File: src/rtl/mul_arb_pkg.sv
// Shared types for mul_share_arbiter: control FSM states, the per-stage
// ownership tag, and the wrap-around index helper used for round-robin.
package mul_arb_pkg;

    // Widest requester tag (NUM_REQ up to 16).
    localparam int MAX_ID_W = 4;

    typedef enum logic [1:0] {
        RUN          = 2'd0,
        DRAINING     = 2'd1,
        IDLE_DRAINED = 2'd2
    } state_t;

    typedef struct packed {
        logic                valid;
        logic [MAX_ID_W-1:0] id;
    } tag_t;

    // (base + off) mod n, for base < n and off < n.
    function automatic int wrap_add(input int base, input int off, input int n);
        int sum;
        sum = base + off;
        return (sum >= n) ? sum - n : sum;
    endfunction

endpackage

File: src/rtl/rr_arbiter.sv
// Request arbiter: one-hot grant plus encoded index. With MUL_ARB_RR_EN
// defined it searches from ptr with wrap-around; otherwise lowest index wins.
module rr_arbiter
    import mul_arb_pkg::*;
#(
    parameter int N     = 4,
    parameter int IDX_W = $clog2(N)
) (
    input  logic [N-1:0]     req,
`ifdef MUL_ARB_RR_EN
    input  logic [IDX_W-1:0] ptr,
`endif
    output logic [N-1:0]     grant,
    output logic [IDX_W-1:0] idx
);

`ifdef MUL_ARB_RR_EN
    logic [IDX_W-1:0] cand;
`endif
    logic found;

    always_comb begin
        // NOTE: every output gets a default first so no path through the loop
        // leaves it unassigned, which would otherwise infer a latch.
        grant = '0;
        idx   = '0;
        found = 1'b0;
`ifdef MUL_ARB_RR_EN
        cand  = '0;
        for (int off = 0; off < N; off++) begin
            cand = IDX_W'(wrap_add(int'(ptr), off, N));
            if (!found && req[cand]) begin
                grant[cand] = 1'b1;
                idx         = cand;
                found       = 1'b1;
            end
        end
`else
        for (int i = 0; i < N; i++) begin
            if (!found && req[i]) begin
                grant[i] = 1'b1;
                idx      = IDX_W'(i);
                found    = 1'b1;
            end
        end
`endif
    end

endmodule

File: src/rtl/mul_share_arbiter.sv
// Shares one pipelined multiplier among NUM_REQ requesters and tags each
// product with its owner. Arbitration mode selected by MUL_ARB_RR_EN.
module mul_share_arbiter
    import mul_arb_pkg::*;
#(
    parameter int NUM_REQ   = 4,
    parameter int WIDTH_A   = 16,
    parameter int WIDTH_B   = 16,
    parameter int WIDTH_MUL = WIDTH_A + WIDTH_B,
    parameter int STAGE     = 2,
    parameter int ID_W      = $clog2(NUM_REQ)
) (
    input  logic                         clk,
    input  logic                         rst_n,
    input  logic [NUM_REQ-1:0]           req_valid,
    output logic [NUM_REQ-1:0]           req_ready,
    input  logic [NUM_REQ*WIDTH_A-1:0]   req_a,
    input  logic [NUM_REQ*WIDTH_B-1:0]   req_b,
    input  logic                         drain,
    output logic                         idle,
    output logic                         rsp_valid,
    input  logic                         rsp_ready,
    output logic [ID_W-1:0]              rsp_id,
    output logic [WIDTH_MUL-1:0]         rsp_data,
    output logic                         mul_pip_en,
    output logic [WIDTH_A-1:0]           mul_a,
    output logic [WIDTH_B-1:0]           mul_b,
    input  logic [WIDTH_MUL-1:0]         mul_out
);

    logic [NUM_REQ-1:0] grant;
    logic [ID_W-1:0]    grant_idx;
    logic               stall;
    logic               accept;
    logic               any_tag_valid;
    state_t             state_q, state_d;

`ifdef MUL_ARB_RR_EN
    logic [ID_W-1:0] ptr_q;

    // NOTE: clocked state uses <= so every flop samples pre-edge values
    // regardless of statement order.
    always_ff @(posedge clk or negedge rst_n) begin
        if (!rst_n) begin
            ptr_q <= '0;
        end else if (accept) begin
            ptr_q <= ID_W'(wrap_add(int'(grant_idx), 1, NUM_REQ));
        end
    end
`endif

    rr_arbiter #(
        .N     (NUM_REQ),
        .IDX_W (ID_W)
    ) u_arb (
        .req   (req_valid),
`ifdef MUL_ARB_RR_EN
        .ptr   (ptr_q),
`endif
        .grant (grant),
        .idx   (grant_idx)
    );

    // Ready is gated by reset so requesters see 0 while rst_n is low.
    assign req_ready  = (rst_n && !stall && !drain) ? grant : '0;
    assign accept     = |(req_valid & req_ready);
    assign mul_pip_en = ~stall;
    assign rsp_data   = mul_out;
    assign idle       = ~any_tag_valid & ~accept;

    always_comb begin
        mul_a = '0;
        mul_b = '0;
        for (int i = 0; i < NUM_REQ; i++) begin
            if (accept && grant[i]) begin
                mul_a = req_a[i*WIDTH_A +: WIDTH_A];
                mul_b = req_b[i*WIDTH_B +: WIDTH_B];
            end
        end
    end

    generate
        if (STAGE == 0) begin : g_comb
            // Combinational multiplier: response leaves with the accept, and
            // rsp_ready is required to be tied high in this configuration.
            assign stall         = 1'b0;
            assign any_tag_valid = 1'b0;
            assign rsp_valid     = accept;
            assign rsp_id        = accept ? grant_idx : '0;
        end else begin : g_pipe
            tag_t tags [STAGE];

            // NOTE: the tag line is a few flops rather than a RAM, so it is
            // reset in full; that drops in-flight work and zeroes rsp_id.
            always_ff @(posedge clk or negedge rst_n) begin
                if (!rst_n) begin
                    for (int i = 0; i < STAGE; i++) begin
                        tags[i] <= '0;
                    end
                end else if (mul_pip_en) begin
                    tags[0] <= '{valid: accept, id: MAX_ID_W'(grant_idx)};
                    for (int i = 1; i < STAGE; i++) begin
                        tags[i] <= tags[i-1];
                    end
                end
            end

            always_comb begin
                any_tag_valid = 1'b0;
                for (int i = 0; i < STAGE; i++) begin
                    any_tag_valid = any_tag_valid | tags[i].valid;
                end
            end

            assign rsp_valid = tags[STAGE-1].valid;
            assign rsp_id    = ID_W'(tags[STAGE-1].id);
            assign stall     = rsp_valid & ~rsp_ready;
        end
    endgenerate

    always_ff @(posedge clk or negedge rst_n) begin
        if (!rst_n) begin
            state_q <= RUN;
        end else begin
            state_q <= state_d;
        end
    end

    // Drain control: leaving DRAINING early is legal; in-flight work completes.
    always_comb begin
        state_d = state_q;
        case (state_q)
            RUN: begin
                if (drain) begin
                    state_d = any_tag_valid ? DRAINING : IDLE_DRAINED;
                end
            end
            DRAINING: begin
                if (!drain) begin
                    state_d = RUN;
                end else if (!any_tag_valid) begin
                    state_d = IDLE_DRAINED;
                end
            end
            IDLE_DRAINED: begin
                if (!drain) begin
                    state_d = RUN;
                end
            end
            default: state_d = RUN;
        endcase
    end

endmodule

File: config.mk
export PLATFORM = sky130hd
export DESIGN_NAME = mul_share_arbiter
export DESIGN_NICKNAME = d
export VERILOG_FILES = /design/src/rtl/mul_arb_pkg.sv /design/src/rtl/rr_arbiter.sv /design/src/rtl/mul_share_arbiter.sv
export SDC_FILE = /design/constraint.sdc
export NUM_CORES = 1
export LEC_CHECK = 0
export CAP_MARGIN = 15
export CORE_AREA = 2 2 94 96
export CTS_BUF_LIST = sky130_fd_sc_hd__clkbuf_8
export DETAILED_ROUTE_END_ITERATION = 6
export DIE_AREA = 0 0 96 98
export PLACE_DENSITY = 0.81
export SYNTH_ARGS = -nofsm -noshare
export SYNTH_HDL_FRONTEND = slang
export SYNTH_SLANG_ARGS = --single-unit
File: constraint.sdc
create_clock -name clk -period 1.35 [get_ports clk]
set_input_delay 0.135 -clock clk [delete_from_list [all_inputs] [get_ports clk]]
set_output_delay 0.135 -clock clk [all_outputs]
set_load 0.02 [all_outputs]
Word level (Yosys, flattened, before mapping)
Index checks and enable logic that the tools add are counted.
{"block": "totals", "register_bits": 6, "output_inout_bits": 73, "elab_cells": 45}
{"block": "classes", "mux": 18, "reduce_logical": 15, "n_bitwise": 8}
{"operator": "two-way mux 16 bit", "n": 8}
{"operator": "logical AND 1 bit", "n": 9}
{"operator": "two-way mux 1 bit", "n": 7}
{"operator": "zero test 1 bit", "n": 5}
{"operator": "bitwise AND 4 bit", "n": 1}
{"operator": "two-way mux 2 bit", "n": 2}
{"operator": "two-way mux 4 bit", "n": 1}
{"operator": "inverter 1 bit", "n": 4}
{"operator": "OR reduction 4 bit", "n": 1}
{"operator": "bitwise AND 1 bit", "n": 2}
{"operator": "OR 1 bit", "n": 1}

Longest topological paths before layout
{"block": "logic_depth", "word_depth": 18, "ltp_mapped": 6, "depth_no_buf": 4}

Hierarchy
From an unflattened synthesis, not the netlist that was laid out.
{"block": "hier_totals", "hier_cells": 296, "hier_area_um2": 2280.9}
{"module": "mul_share_arbiter", "n_inst": 1, "cells_per_inst": 287, "area_each_um2": 2217.1}
{"module": "rr_arbiter", "n_inst": 1, "cells_per_inst": 9, "area_each_um2": 63.8}

Least setup slack after synthesis
Ideal clock, no wire load.
{"block": "synth_path", "kind": "flip-flop to output port", "start": "register g_pipe.tags (netlist bit rsp_valid)", "end": "output port req_ready[2]", "path_stages_with_launch": 6, "slack_ns": -0.743, "t_required_ns": 1.215, "arrival_time_ns": 1.958, "path_cell_list": "dfrtp_1 nor2b_2 inv_1 nand3b_1 buf_2 nor4b_1"}
{"block": "synth_between", "elab_chain_cells": 5}
{"item": "start: declaration", "line": "mul_share_arbiter.sv:91", "source": "tag_t tags [STAGE];"}
{"item": "start signal: indexed assignment", "line": "mul_share_arbiter.sv:103", "source": "tags[i] <= tags[i-1];"}
{"item": "bitwise AND 1 bit", "line": "mul_share_arbiter.sv:117", "source": "assign stall = rsp_valid & ~rsp_ready;"}
{"item": "zero test 1 bit", "line": "mul_share_arbiter.sv:65", "source": "assign req_ready = (rst_n && !stall && !drain) ? grant : '0;"}
{"item": "logical AND 1 bit (2 in a row)", "line": "mul_share_arbiter.sv:65"}
{"item": "two-way mux 4 bit", "line": "mul_share_arbiter.sv:65"}
{"item": "end: declaration", "line": "mul_share_arbiter.sv:16", "source": "output logic [NUM_REQ-1:0] req_ready,"}
No other way between the ends.

Final worst setup path
{"block": "layout_path", "start": "register g_pipe.tags (netlist bit rsp_valid)", "end": "output port idle"}
{"block": "layout_between", "elab_chain_cells": 9, "word_cells_on_any_way": 11}
{"item": "bitwise AND 1 bit", "line": "mul_share_arbiter.sv:117"}
{"item": "zero test 1 bit", "line": "mul_share_arbiter.sv:65"}
{"item": "logical AND 1 bit (2 in a row)", "line": "mul_share_arbiter.sv:65"}
{"item": "two-way mux 4 bit", "line": "mul_share_arbiter.sv:65"}
{"item": "bitwise AND 4 bit", "line": "mul_share_arbiter.sv:66", "source": "assign accept = |(req_valid & req_ready);"}
{"item": "OR reduction 4 bit", "line": "mul_share_arbiter.sv:66"}
{"item": "inverter 1 bit", "line": "mul_share_arbiter.sv:69", "source": "assign idle = ~any_tag_valid & ~accept;"}
{"item": "bitwise AND 1 bit (*)", "line": "mul_share_arbiter.sv:69"}
{"item": "end: declaration", "line": "mul_share_arbiter.sv:20", "source": "output logic idle,"}
Every way passes the cells marked *; elsewhere a longest branch is shown, timed or not.

==> impl_metrics.tcl <==
set metrics [dict create \
    status "finished, violations left" \
    violations "negative setup slack" \
    clock_sinks 6 \
    grt_usage_pct 18.70 \
    setup_viol 37 \
    hold_path_class "input port to async pin" \
    vias 2562 \
    fin_util_pct 49.00 \
    drive_gt1_share_pct 30.24 \
    portBuffers 176 \
    core_mm2 0.008466 \
    vdd_drop_max_uv 195.4 \
    r2r_cells 7 \
    worstPathArrival_ns 1.60 \
    overflow 0 \
    leakage_nw 1.510 \
    end_kind "primary output" \
    fin_nets 579 \
    avgSynthCellArea_um2 6.713 \
    clk_latency_ns 0.23 \
    drt_iter0_drc 47 \
    ant_nets 0 \
    num_io_pins 241 \
    worstSetupStartpointType "register" \
    syn_nets 420 \
    cts_tree "yes" \
    rows 34 \
    cts.reportedPaths.clkPinSlew_ns 0.04 \
    grt_use_met1_pct 19.79 \
    routed_via_density 4.946 \
    tightest_slew_ns 0.3635 \
    stdcell_count 518 \
    first_pass_iters 4 \
    path_class "register to primary output" \
    die_h_um 98 \
    dieArea_mm2 0.009408 \
    cts-htree-levels 1 \
    grt_pass1_vias 2799 \
    synth_area_mm2 0.001692 \
    gp_congestion 0.8005 \
    reg2reg_slack_ns 0.04 \
    period_minus_slack_ns 1.737 \
    timing.setup.tns_ns -12.49 \
    wl_per_cell_um 17.85 \
    clock.fmax_ghz 0.5757 \
    critPathRequiredTime_ns 1.22 \
    use_met2_pct 36.11 \
    rsz0062_at_grt "yes" \
    grt-busiest-layer "met2" \
    dp_cells 498 \
    postCtsHoldBufs 0 \
    grt_pass1_wl_um 13690 \
    fin_skew_ns 0.003979 \
    n_antenna_cell 0 \
    syn_to_final_growth_pct 145.2 \
    maxSlewViolCount 0 \
    layout_commonest_cell "clkdlybuf4s50_1" \
    cts_buffers 3 \
    start_util_pct 19.98 \
    postLayoutSetupSlackWorst_ns -0.3871 \
    finalHoldViolCount 0 \
    slew_headroom_pct 75.77 \
    syn_inst 252 \
    r2r-end "g_pipe.tags[9]$_DFFE_PN0N_" \
    r2r_start "rsp_valid$_DFFE_PN0N_" \
    drc 0 \
    clock_path_buffers 2 \
    ys_ff_latch 6 \
    grt_max_degree 41 \
    dpl.hpwl_um 6368 \
    period_share_pct 128.7 \
    die_w_um 96 \
    yosysSeqAreaShare_pct 8.876 \
    maxCapViolations 0 \
    antenna_found_initial 0 \
    critPathMaxFanout 5 \
    ys_types 25 \
    layout_common_cells "clkdlybuf4s50_1 (132), nand2_1 (41), buf_6 (40)" \
    gr-usage-met3_pct 2.469 \
    root_buffer "clkbuf_8" \
    yosys_warnings 0 \
    fillers 746 \
    wirelength_um 9244 \
    p_per_area_mw_per_mm2 443.4 \
]
cell usage after synthesis (all sizes together):
master | number | area, µm²
o2bb2ai | 24 | 210.2
o21a | 1 | 7.510
clkbuf | 11 | 41.29
o41ai | 1 | 8.760
nand2b | 2 | 12.51
a21o | 8 | 60.06
buf | 48 | 354.1
a22oi | 8 | 60.06
o22a | 1 | 8.760
nor4b | 2 | 32.53
nor2b | 2 | 15.02
o21ai | 1 | 5.000
nor2 | 4 | 15.01
a21oi | 56 | 295.3
nand2 | 41 | 153.9
dfrtp | 6 | 150.1
nand3b | 33 | 247.7
nor4 | 1 | 6.260
inv | 2 | 7.510
where the power goes:
group	leakage [nW]	switching (mW)	internal, mW
registers	0.0753	0.0115	0.204
clock network	0.0269	0.0863	0.196
logic	1.41	0.557	0.784
total	1.51	0.655	1.18
worst max-delay path by stage:
stage,to,cells past startpoint,startpoint
floorplan,mul_a[10],6,rsp_valid$_DFFE_PN0N_
global placement,mul_b[3],7,req_valid[2]
detailed placement,mul_b[0],6,req_valid[2]
CTS,idle,8,rsp_valid$_DFFE_PN0N_
global route,idle,8,rsp_valid$_DFFE_PN0N_
finish,idle,8,rsp_valid$_DFFE_PN0N_
kinds of logic (layout without fill, tap and decap cells):
group | count (synthesis) | in the layout | share of synthesized area [%]
flip-flops | 6 | 6 | 8.876
AND/OR/NAND/NOR | 85 | 85 | 28.55
AO/OA/AOI/OAI | 100 | 100 | 38.76
buffers and inverters | 61 | 219 | 23.82
through the flow:
stage	worst slack (ns)	total power, mW	instance area (µm²)	hold slack, ns
6_report	-0.3871	1.839	4148	0.2261
5_1_grt	-0.4209	1.941	4148	0.2357
4_1_cts	-0.3691	1.803	4026	0.2221
3_5_place_dp	-0.8990	1.377	3665	0.2701
3_3_place_gp	-0.9090	1.356	3665	0.2701
2_1_floorplan	-0.1111	0.8657	1971	-0.1606
registers in the layout, summed over array words and instances, names as in the netlist:
register and flops:
g_pipe.tags 3, rsp_id 2, rsp_valid 1
layer usage:
layer  part of all wire [%]  up-vias
met3                    6.8       31
met4                    3.0        0
li1                       -     1186
met1                     37     1214
met5                      0        -
met2                     53      131
area by class of cell:
| cell class | instances | area (µm²) | share of cell area, % |
|---|---|---|---|
| flip-flops and latches | 6 | 151.4 | 3.650 |
| multi-input cells | 185 | 1528 | 36.83 |
| clock buffers | 3 | 41.29 | 0.9955 |
| well taps | 108 | 135.1 | 3.258 |
| clock inverters | 1 | 3.754 | 0.09050 |
| repair buffers | 213 | 2278 | 54.93 |
| inverters | 2 | 10.01 | 0.2413 |
repair_timing:
item / 4_1_cts / 5_1_grt
pin swaps: 1 / 0
gates cloned: 4 / 0
setup endpoints to repair: 40 / 39
setup buffers: 9 / 3
resized for setup: 251 / 18
critical path, stage by stage (launching register included):
cell	delay, ns
dfrtp_2	0.39
nor2b_4	0.13
inv_4	0.05
nand3b_1	0.09
buf_6	0.15
buf_12	0.14
buf_6	0.11
o21a_4	0.19
buf_6	0.12
(Power assumes the default switching activity.)
